<file path="src/rtl/xaddrgen_seq_if.sv">
`default_nettype none
// ============================================================================
// Module : xaddrgen_seq_if
// Brief  : Host configuration / address-generator bus of the xaddrgen sequencer.
// Rev    : 1.0
// ============================================================================
interface xaddrgen_seq_if #(
    parameter int MEM_ADDR_W = 10,
    parameter int PERIOD_W   = 10,
    parameter int DEPTH      = 4
);
    localparam int c_LW = $clog2(DEPTH) + 1;

    logic                  cfg_valid;
    logic                  cfg_ready;
    logic [MEM_ADDR_W-1:0] cfg_iterations;
    logic [PERIOD_W-1:0]   cfg_period;
    logic [PERIOD_W-1:0]   cfg_duty;
    logic [PERIOD_W-1:0]   cfg_delay;
    logic [MEM_ADDR_W-1:0] cfg_start;
    logic [MEM_ADDR_W-1:0] cfg_shift;
    logic [MEM_ADDR_W-1:0] cfg_incr;
    logic                  go;
    logic                  abort;
    logic [c_LW-1:0]       level;
    logic                  busy;
    logic                  seq_done;
    logic [MEM_ADDR_W-1:0] ag_iterations;
    logic [PERIOD_W-1:0]   ag_period;
    logic [PERIOD_W-1:0]   ag_duty;
    logic [PERIOD_W-1:0]   ag_delay;
    logic [MEM_ADDR_W-1:0] ag_start;
    logic [MEM_ADDR_W-1:0] ag_shift;
    logic [MEM_ADDR_W-1:0] ag_incr;
    logic                  ag_init;
    logic                  ag_run;
    logic                  ag_done;

    modport slave (
        input  cfg_valid, cfg_iterations, cfg_period, cfg_duty, cfg_delay,
               cfg_start, cfg_shift, cfg_incr, go, abort, ag_done,
        output cfg_ready, level, busy, seq_done, ag_iterations, ag_period,
               ag_duty, ag_delay, ag_start, ag_shift, ag_incr, ag_init, ag_run
    );

    modport master (
        output cfg_valid, cfg_iterations, cfg_period, cfg_duty, cfg_delay,
               cfg_start, cfg_shift, cfg_incr, go, abort, ag_done,
        input  cfg_ready, level, busy, seq_done, ag_iterations, ag_period,
               ag_duty, ag_delay, ag_start, ag_shift, ag_incr, ag_init, ag_run
    );
endinterface
`default_nettype wire

</file>
<file path="src/rtl/xaddrgen_seq.sv">
`default_nettype none
// ============================================================================
// Module : xaddrgen_seq
// Brief  : Queues xaddrgen configurations and replays them as init/run/done.
// Rev    : 1.0
// ============================================================================
module xaddrgen_seq #(
    parameter int MEM_ADDR_W = 10,
    parameter int PERIOD_W   = 10,
    parameter int DEPTH      = 4
) (
    input wire            clk,
    input wire            rst,
    xaddrgen_seq_if.slave bus
);
    localparam int c_AW   = $clog2(DEPTH);
    localparam int c_PTRW = c_AW + 1;
    localparam int c_EW   = 4 * MEM_ADDR_W + 3 * PERIOD_W;

    typedef enum logic [2:0] {
        S_IDLE      = 3'd0,
        S_LOAD      = 3'd1,
        S_RUN       = 3'd2,
        S_WAIT_BUSY = 3'd3,
        S_WAIT_DONE = 3'd4
    } state_t;

    state_t            r_state;
    state_t            w_state_nxt;
    logic [c_PTRW-1:0] r_wptr;
    logic [c_PTRW-1:0] r_rptr;
    logic [c_PTRW-1:0] w_wptr_nxt;
    logic [c_PTRW-1:0] w_rptr_nxt;
    logic [c_PTRW-1:0] r_level;
    logic [c_EW-1:0]   r_mem [DEPTH];
    logic [c_EW-1:0]   w_cfg_data;
    logic [c_EW-1:0]   w_head;
    logic [c_EW-1:0]   r_ag_cfg;
    logic              w_full;
    logic              w_push;
    logic              w_pop;
    logic              w_load;
    logic              w_done_nxt;
    logic              r_init;
    logic              r_run;
    logic              r_seq_done;

    assign w_cfg_data = {bus.cfg_iterations, bus.cfg_period, bus.cfg_duty, bus.cfg_delay,
                         bus.cfg_start, bus.cfg_shift, bus.cfg_incr};

    assign w_full = (r_wptr[c_AW] != r_rptr[c_AW]) &&
                    (r_wptr[c_AW-1:0] == r_rptr[c_AW-1:0]);
    assign w_push = bus.cfg_valid && !w_full && !bus.abort;

    // Abort flushes by snapping the read pointer onto the write pointer.
    assign w_wptr_nxt = bus.abort ? r_wptr : r_wptr + c_PTRW'(w_push);
    assign w_rptr_nxt = bus.abort ? r_wptr : r_rptr + c_PTRW'(w_pop);

    // A config pushed into an otherwise drained queue is still in flight to
    // the RAM when the next LOAD is entered, so forward it from the inputs.
    assign w_head = (w_rptr_nxt == r_wptr) ? w_cfg_data : r_mem[w_rptr_nxt[c_AW-1:0]];

    always_comb begin
        w_state_nxt = r_state;
        w_load      = 1'b0;
        w_pop       = 1'b0;
        w_done_nxt  = 1'b0;
        case (r_state)
            S_IDLE: begin
                if (bus.go && (r_level != '0)) begin
                    w_state_nxt = S_LOAD;
                    w_load      = 1'b1;
                end
            end
            S_LOAD:      w_state_nxt = S_RUN;
            S_RUN:       w_state_nxt = S_WAIT_BUSY;
            S_WAIT_BUSY: begin
                if (!bus.ag_done) w_state_nxt = S_WAIT_DONE;
            end
            S_WAIT_DONE: begin
                if (bus.ag_done) begin
                    w_pop = 1'b1;
                    if ((r_level == c_PTRW'(1)) && !w_push) begin
                        w_state_nxt = S_IDLE;
                        w_done_nxt  = 1'b1;
                    end else begin
                        w_state_nxt = S_LOAD;
                        w_load      = 1'b1;
                    end
                end
            end
            default:     w_state_nxt = S_IDLE;
        endcase
        if (bus.abort) begin
            w_state_nxt = S_IDLE;
            w_load      = 1'b0;
            w_pop       = 1'b0;
            w_done_nxt  = 1'b0;
        end
    end

    always_ff @(posedge clk or posedge rst) begin
        if (rst) r_state <= S_IDLE;
        else     r_state <= w_state_nxt;
    end

    always_ff @(posedge clk or posedge rst) begin
        if (rst) begin
            r_wptr     <= '0;
            r_rptr     <= '0;
            r_level    <= '0;
            r_init     <= 1'b0;
            r_run      <= 1'b0;
            r_seq_done <= 1'b0;
            r_ag_cfg   <= '0;
        end else begin
            r_wptr     <= w_wptr_nxt;
            r_rptr     <= w_rptr_nxt;
            r_level    <= w_wptr_nxt - w_rptr_nxt;
            r_init     <= w_load;
            r_run      <= (w_state_nxt == S_RUN);
            r_seq_done <= w_done_nxt;
            if (w_load) r_ag_cfg <= w_head;
        end
    end

    always_ff @(posedge clk) begin
        if (w_push) r_mem[r_wptr[c_AW-1:0]] <= w_cfg_data;
    end

    assign bus.cfg_ready = !w_full;
    assign bus.level     = r_level;
    assign bus.busy      = (r_state != S_IDLE);
    assign bus.seq_done  = r_seq_done;
    assign bus.ag_init   = r_init;
    assign bus.ag_run    = r_run;
    assign {bus.ag_iterations, bus.ag_period, bus.ag_duty, bus.ag_delay,
            bus.ag_start, bus.ag_shift, bus.ag_incr} = r_ag_cfg;
endmodule
`default_nettype wire

</file>
<file path="src/flat_wrapper.sv">
// flat-port wrapper written by rule: the top's interface ports become plain ports
module xaddrgen_seq_flat 
#(
    parameter int MEM_ADDR_W = 10,
    parameter int PERIOD_W   = 10,
    parameter int DEPTH      = 4
)
  (clk, rst, bus_cfg_valid, bus_cfg_iterations, bus_cfg_period, bus_cfg_duty, bus_cfg_delay, bus_cfg_start, bus_cfg_shift, bus_cfg_incr, bus_go, bus_abort, bus_ag_done, bus_cfg_ready, bus_level, bus_busy, bus_seq_done, bus_ag_iterations, bus_ag_period, bus_ag_duty, bus_ag_delay, bus_ag_start, bus_ag_shift, bus_ag_incr, bus_ag_init, bus_ag_run);
  xaddrgen_seq_if #(.MEM_ADDR_W(MEM_ADDR_W), .PERIOD_W(PERIOD_W), .DEPTH(DEPTH)) bus_i ();
  input wire clk;
  input wire rst;
  input wire logic [$bits(bus_i.cfg_valid)-1:0] bus_cfg_valid;
  input wire logic [$bits(bus_i.cfg_iterations)-1:0] bus_cfg_iterations;
  input wire logic [$bits(bus_i.cfg_period)-1:0] bus_cfg_period;
  input wire logic [$bits(bus_i.cfg_duty)-1:0] bus_cfg_duty;
  input wire logic [$bits(bus_i.cfg_delay)-1:0] bus_cfg_delay;
  input wire logic [$bits(bus_i.cfg_start)-1:0] bus_cfg_start;
  input wire logic [$bits(bus_i.cfg_shift)-1:0] bus_cfg_shift;
  input wire logic [$bits(bus_i.cfg_incr)-1:0] bus_cfg_incr;
  input wire logic [$bits(bus_i.go)-1:0] bus_go;
  input wire logic [$bits(bus_i.abort)-1:0] bus_abort;
  input wire logic [$bits(bus_i.ag_done)-1:0] bus_ag_done;
  output wire logic [$bits(bus_i.cfg_ready)-1:0] bus_cfg_ready;
  output wire logic [$bits(bus_i.level)-1:0] bus_level;
  output wire logic [$bits(bus_i.busy)-1:0] bus_busy;
  output wire logic [$bits(bus_i.seq_done)-1:0] bus_seq_done;
  output wire logic [$bits(bus_i.ag_iterations)-1:0] bus_ag_iterations;
  output wire logic [$bits(bus_i.ag_period)-1:0] bus_ag_period;
  output wire logic [$bits(bus_i.ag_duty)-1:0] bus_ag_duty;
  output wire logic [$bits(bus_i.ag_delay)-1:0] bus_ag_delay;
  output wire logic [$bits(bus_i.ag_start)-1:0] bus_ag_start;
  output wire logic [$bits(bus_i.ag_shift)-1:0] bus_ag_shift;
  output wire logic [$bits(bus_i.ag_incr)-1:0] bus_ag_incr;
  output wire logic [$bits(bus_i.ag_init)-1:0] bus_ag_init;
  output wire logic [$bits(bus_i.ag_run)-1:0] bus_ag_run;
  assign bus_i.cfg_valid = bus_cfg_valid;
  assign bus_i.cfg_iterations = bus_cfg_iterations;
  assign bus_i.cfg_period = bus_cfg_period;
  assign bus_i.cfg_duty = bus_cfg_duty;
  assign bus_i.cfg_delay = bus_cfg_delay;
  assign bus_i.cfg_start = bus_cfg_start;
  assign bus_i.cfg_shift = bus_cfg_shift;
  assign bus_i.cfg_incr = bus_cfg_incr;
  assign bus_i.go = bus_go;
  assign bus_i.abort = bus_abort;
  assign bus_i.ag_done = bus_ag_done;
  assign bus_cfg_ready = bus_i.cfg_ready;
  assign bus_level = bus_i.level;
  assign bus_busy = bus_i.busy;
  assign bus_seq_done = bus_i.seq_done;
  assign bus_ag_iterations = bus_i.ag_iterations;
  assign bus_ag_period = bus_i.ag_period;
  assign bus_ag_duty = bus_i.ag_duty;
  assign bus_ag_delay = bus_i.ag_delay;
  assign bus_ag_start = bus_i.ag_start;
  assign bus_ag_shift = bus_i.ag_shift;
  assign bus_ag_incr = bus_i.ag_incr;
  assign bus_ag_init = bus_i.ag_init;
  assign bus_ag_run = bus_i.ag_run;
  xaddrgen_seq #(.MEM_ADDR_W(MEM_ADDR_W), .PERIOD_W(PERIOD_W), .DEPTH(DEPTH)) u_core (.clk(clk), .rst(rst), .bus(bus_i));
endmodule
</file>
<file path="config.mk">
export PLATFORM = sky130hd
export DESIGN_NAME = xaddrgen_seq_flat
export DESIGN_NICKNAME = d
export VERILOG_FILES = /design/src/rtl/xaddrgen_seq_if.sv /design/src/rtl/xaddrgen_seq.sv /design/src/flat_wrapper.sv
export SDC_FILE = /design/constraint.sdc
export NUM_CORES = 1
export LEC_CHECK = 0
export CAP_MARGIN = 0
export CORE_ASPECT_RATIO = 0.5
export CORE_UTILIZATION = 44
export DETAILED_ROUTE_END_ITERATION = 10
export DONT_BUFFER_PORTS = 1
export GPL_TIMING_DRIVEN = 0
export PLACE_DENSITY_LB_ADDON = 0.3
export SKIP_LAST_GASP = 1
export SYNTH_ARGS = -nofsm -noshare
export SYNTH_HDL_FRONTEND = slang
export SYNTH_SLANG_ARGS = --single-unit
</file>
<file path="constraint.sdc">
create_clock -name clk -period 6.8 [get_ports clk]
set_input_delay 1.7 -clock clk [delete_from_list [all_inputs] [get_ports clk]]
set_output_delay 1.7 -clock clk [all_outputs]
set_load 0.005 [all_outputs]
</file>
==> impl_metrics.tcl <==
set metrics [dict create \
    synth_top_family_by_area "multiplexers" \
    post_drt_wl_per_cell_um 23.8 \
    wl_met2_um 14500 \
    hold_class "flip-flop to flip-flop" \
    synth_top_cell_by_area "edfxtp_1" \
    grt_max_degree 55 \
    fin_tns_setup_ns 0 \
    cts.sinks 365 \
    vias_per_cell 5.48 \
    finalInstanceArea_um2 16300 \
    cp_slowest_stage_delay_ns 0.94 \
    crit_path_end_kind "flip-flop" \
    grt_pass1_vias 6917 \
    cts_resized 0 \
    dieArea_um2 33400 \
    rsz0062_at_grt "no" \
    die_x_um 258 \
    grt_pass1_wl_um 42400 \
    core-area_um2 31900 \
    async_flop_share 0.233 \
    synthSimpleGateAreaFrac 0.00993 \
    vdd.ir_drop.worst_mv 0.176 \
    first_iter_violations 375 \
    cap_viol_max_count 0 \
    ys_seq_area_frac 0.733 \
    r2r_start "u_core.r_state[1]" \
    leakage_nw 5.56 \
    required_ns 7.20 \
    ys_warn_count 0 \
    postCtsSetupRepairBufs 0 \
    synth_edf_count 280 \
    crit_start "bus_abort" \
    setup_violations 0 \
    fin_nets 807 \
    synth-seq-cells 365 \
    yosysTopAreaCellShare 0.585 \
    synthCells 676 \
    drv_slew 0 \
    crit_path_start_kind "primary input" \
    drive_above_1_share 0.390 \
    cp.arrival_ns 5.20 \
    hp-start "u_core.r_ag_cfg[36]" \
    drt.antenna.violating_nets 0 \
    fin_ws_ns 2.00 \
    layout_commonest_cell "edfxtp_1" \
    cts_tree "done" \
    floorplan.rows 46 \
    power.density_nw_per_um2 414 \
    clock_latency_ns 0.52 \
    io_buffer_count 0 \
    hold_slack_ns 0.526 \
    worstMarginPinSlew_ns 1.20 \
    die_h_um 130 \
    drcViolationCount 0 \
    cts.path.max_buffers 3 \
    floorplan.initialDensity 0.451 \
    antenna_found_initial 0 \
    cts_made_buffers 35 \
    synth_fa_ha_area_frac 0.00575 \
    firstDrtPassIters 4 \
    area_delta_synth_final_pct 13.3 \
    cpMaxStageDelayCell "a31oi_1" \
    critical_path_peak_fanout 10 \
    avgSynthCellArea_um2 21.3 \
    num-fill-cells 2548 \
    clk_pin_slew_worst_paths_ns 0.07 \
    period_needed_ns 4.80 \
    ys_types 31 \
    fin_crit_sh 0.706 \
    synth_mux_area_frac 0.222 \
    fmax_ghz 0.208 \
    topRoutingLayerUsed "met4" \
    cts-root-buf "clkbuf_16" \
    skew_ns 0.0183 \
    synth.area.top_cells "edfxtp_1, dfrtp_1, mux4_2, mux2_2, buf_6" \
    post_dp_cell_area_um2 15200 \
    holdBufCountCts 0 \
    synth_flop_cell "edfxtp_1" \
    path_cells "buf_2 > nor2_1 > ha_1 > ha_1 > xnor2_1 > a31oi_1 > clkbuf_1 > mux2_2 > mux2_2" \
    worst-setup-path-type "primary input to flip-flop" \
    grt_remaining_overflow 0 \
    syn_nets 758 \
    dpl_worst_slack_ns 1.48 \
    hold_violations 0 \
    track_usage 0.171 \
    dp_hpwl_um 17800 \
    final_cell_mix "edfxtp_1, mux2_2, dfrtp_1" \
    slew_headroom 0.200 \
    m1WireLength_um 12000 \
    netlist_area_um2 14400 \
    synth_compound_area_frac 0.00618 \
    dr_wl_met3_um 1070 \
    vias 6486 \
    finalWeightedCongestion 0.723 \
    status "finished clean" \
    pin_count 154 \
    drt-total-wl_um 28100 \
    synth-xor-area-share 0.00610 \
    htreeDepth 2 \
    num_antenna_cells 0 \
]
[sequential cells by signal, indices dropped and copies added (netlist names)]
register,count
u_core.r_state,3
u_core.r_ag_cfg,70
u_core.r_rptr,3
u_core.bus.seq_done,1
u_core.r_mem,280
u_core.bus.ag_init,1
u_core.bus.ag_run,1
u_core.r_wptr,3
u_core.bus.level,3
[area by class of cell]
| cell class | instances | area, µm² | area share |
|---|---|---|---|
| plain buffers | 34 | 199 | 0.0122 |
| multi-input cells | 265 | 3620 | 0.222 |
| clock inverters | 11 | 80.1 | 0.00492 |
| well taps | 432 | 541 | 0.0332 |
| inverters | 12 | 47.5 | 0.00292 |
| flip-flops and latches | 365 | 10500 | 0.647 |
| repair buffers | 12 | 250 | 0.0154 |
| clock buffers | 52 | 1010 | 0.0622 |
[cell usage after synthesis (all sizes together), types with 5 or more instances]
cell type and instances:
edfxtp 280, mux2 142, dfrtp 85, mux4 70, buf 17, clkbuf 17
inv 12, xnor2 8, nor2 7, ha 5, nand2 5
[cells by family after synthesis]
| group | after synthesis |
|---|---|
| DFF | 365 |
| muxes | 213 |
| buffers and inverters | 46 |
| and+or+nand+nor | 27 |
| xor gates and xnor gates | 10 |
| AOI/OAI and AO/OA | 9 |
| adders and majority gates | 6 |
[per-stage QoR]
step	total power, mW	utilization	cells
after CTS	6.84	0.511	1183
after floorplan	4.43	-	676
final	6.74	0.511	1183
after global placement	4.89	0.468	1108
after global routing	7.06	0.511	1183
after detailed placement	4.96	0.476	1120
[power by group]
group / leakage, nW / total, mW / switching (mW) / internal, mW
logic: 1.47 / 1.75 / 0.819 / 0.935
clock network: 0.536 / 1.88 / 0.807 / 1.07
registers: 3.55 / 3.11 / 0.237 / 2.87
[per-layer routing]
layer,track usage,vias to the layer above
met1,0.219,3529
met3,0.0352,46
met4,0.0498,0
met5,0,-
li1,-,2810
met2,0.299,101
[worst max-delay path: cells and delay by family]
family / cells / cell delay, ns
fa+ha+maj: 2 / 0.48
compound gates: 1 / 0.94
buf+inv: 2 / 0.94
mux: 2 / 0.68
xor+xnor: 1 / 0.13
simple gates: 1 / 0.30
[worst paths after layout]
check	endpoint	slack, ns	depth (start not counted)
max	u_core.r_ag_cfg[63]	2.00	9
min in group asynchronous	u_core.r_ag_cfg[64]	1.06	1
min	u_core.r_ag_cfg[36]	0.53	1
max reg2reg	u_core.r_ag_cfg[63]	2.57	10
max in group asynchronous	u_core.bus.ag_run	5.06	2
min reg2reg	u_core.r_ag_cfg[36]	0.53	1
Note: power is estimated with default switching activity, not from simulation.
==> edit, RTL diff (same settings) <==
The 5 states of `state_t` get a one-hot encoding in 5 bits.
--- a/src/rtl/xaddrgen_seq.sv
+++ b/src/rtl/xaddrgen_seq.sv
@@ -17,12 +17,12 @@
     localparam int c_PTRW = c_AW + 1;
     localparam int c_EW   = 4 * MEM_ADDR_W + 3 * PERIOD_W;
 
-    typedef enum logic [2:0] {
-        S_IDLE      = 3'd0,
-        S_LOAD      = 3'd1,
-        S_RUN       = 3'd2,
-        S_WAIT_BUSY = 3'd3,
-        S_WAIT_DONE = 3'd4
+    typedef enum logic [4:0] {
+        S_IDLE      = 5'b00001,
+        S_LOAD      = 5'b00010,
+        S_RUN       = 5'b00100,
+        S_WAIT_BUSY = 5'b01000,
+        S_WAIT_DONE = 5'b10000
     } state_t;
 
     state_t            r_state;
Check against the original RTL: no difference found for any inputs over 4 cycles, from zero or initial values and one cycle with rst high; so few cycles prove little.
==> edit against the unedited design <==
The flow now finishes with violations (design-rule violations); final area is 4.1% higher; synthesized cell count is 1.8% higher; first-iteration DRC count is 15% higher; synthesized area is 2.8% higher; worst setup slack worse by 0.0015 ns; sequential cell count is 2 higher; power is 4.4% higher; non-clock buffer count is 5 higher; wire length is 3.2% higher; critical path type unchanged; largest cell class unchanged.
==> edit: results <==
[sta]
whs_ns = 0.530
tightest_slew_ns = 1.00
clock_skew_ns = 0.0144

[logic_synthesis]
synthXorXnorAreaFrac_pct = 0.712
seq_area_frac_synth_pct = 71.7
syn-mean-instance-area_um2 = 21.5
synthAdderAreaFrac_pct = 0.559
synth_cell_types = 40
synth.mux.area_fraction_pct = 23.1
ys_ff_latch = 367
synth_fp_nets = 770
synthTopCellsByCount = edfxtp_1 (280), dfrtp_1 (86), mux2_2 (72), mux4_2 (70), mux2_4 (68)
synth_compound_area_share_pct = 0.551
ys_top_cells_by_area = edfxtp_1 (57%), dfrtp_1 (15%), mux4_2 (11%)

[worst_setup_path]
rr_endpoint = u_core.r_ag_cfg[12]
critical_path.max_stage_delay_ns = 0.70
worstPathArrival_ns = 5.21
worst-r2r-cell-count = 12
worstPathMaxFanout = 11
rrSetupSlack_ns = 2.71
cp-endpoint = u_core.r_ag_cfg[52]
cpMaxStageDelayCell = o21ai_1
reg2reg_from = u_core.r_state[4]

[pwr]
internal_power_mw = 5.13
p_leak_nw = 6.08

[global_routing]
grt_use_met3_pct = 3.74
grt_max_degree = 49
use_met1_pct = 24.6
grt_usage_pct = 17.6
use_met2_pct = 28.4
grt_pass1_wl_um = 45200
grt_pass1_vias = 7180

[cells_and_area]
n_all_buffers = 51
seq_share_pct = 62.5
fillers = 2560
nNetsFinal = 825
multi_input_area_share_pct = 23.1
bufAreaShareNonClock_pct = 3.91
multi_input_area_mm2 = 0.00391
multi_input_gates = 272
instances_no_fill = 1211
clkCellAreaFrac_pct = 6.95
drive_gt1_share_pct = 39.9

[detailed_routing]
met1Wirelength_um = 12700
drt_first_pass_iters = 10
dr_wl_met3_um = 1370
wl_met2_um = 14600
drc = 3
drtIter0Drc = 433

[run_status]
failed_checks = design-rule violations
status = complete, but fails checks

[clock_network]
numCtsBuffers = 36
cts_resized = 0
root_buffer = clkbuf_16

[placed_design]
place_congestion = 0.707
hpwl_um = 18300
place_area_mm2 = 0.0158

[hold_path]
hold_path_class = flop to flop
hp-start = u_core.r_state[2]
holdPathEnd = u_core.r_state[4]
## edit: cell count changes after synthesis, sizes merged, moves of 2 or more
cell | unedited run | this run
inv | 12 | 15
mux2 | 142 | 140
nand2 | 5 | 3
nand2b | 0 | 4
nand3 | 1 | 3
nor2 | 7 | 1
nor3b | 1 | 3
nor4 | 1 | 3
o21ai | 3 | 5
or2 | 0 | 2
or3 | 3 | 0
xnor2 | 8 | 10
## edit: worst max-delay path, delay by kind of cell
family          cells  cell delay (ns)
buf+inv             4             1.14
mux                 3             0.99
compound gates      1             0.70
fa+ha+maj           2             0.49
simple gates        1             0.19
## edit: power groups by stage
stage / clock (mW) / sequential [mW] / combinational (mW)
after global placement: 0 / 3.20 / 1.81
final: 2.00 / 3.13 / 1.91
after global routing: 2.13 / 3.17 / 2.07
after floorplan: 0 / 3.09 / 1.48
after CTS: 2.04 / 3.14 / 1.96
after detailed placement: 0 / 3.18 / 1.95
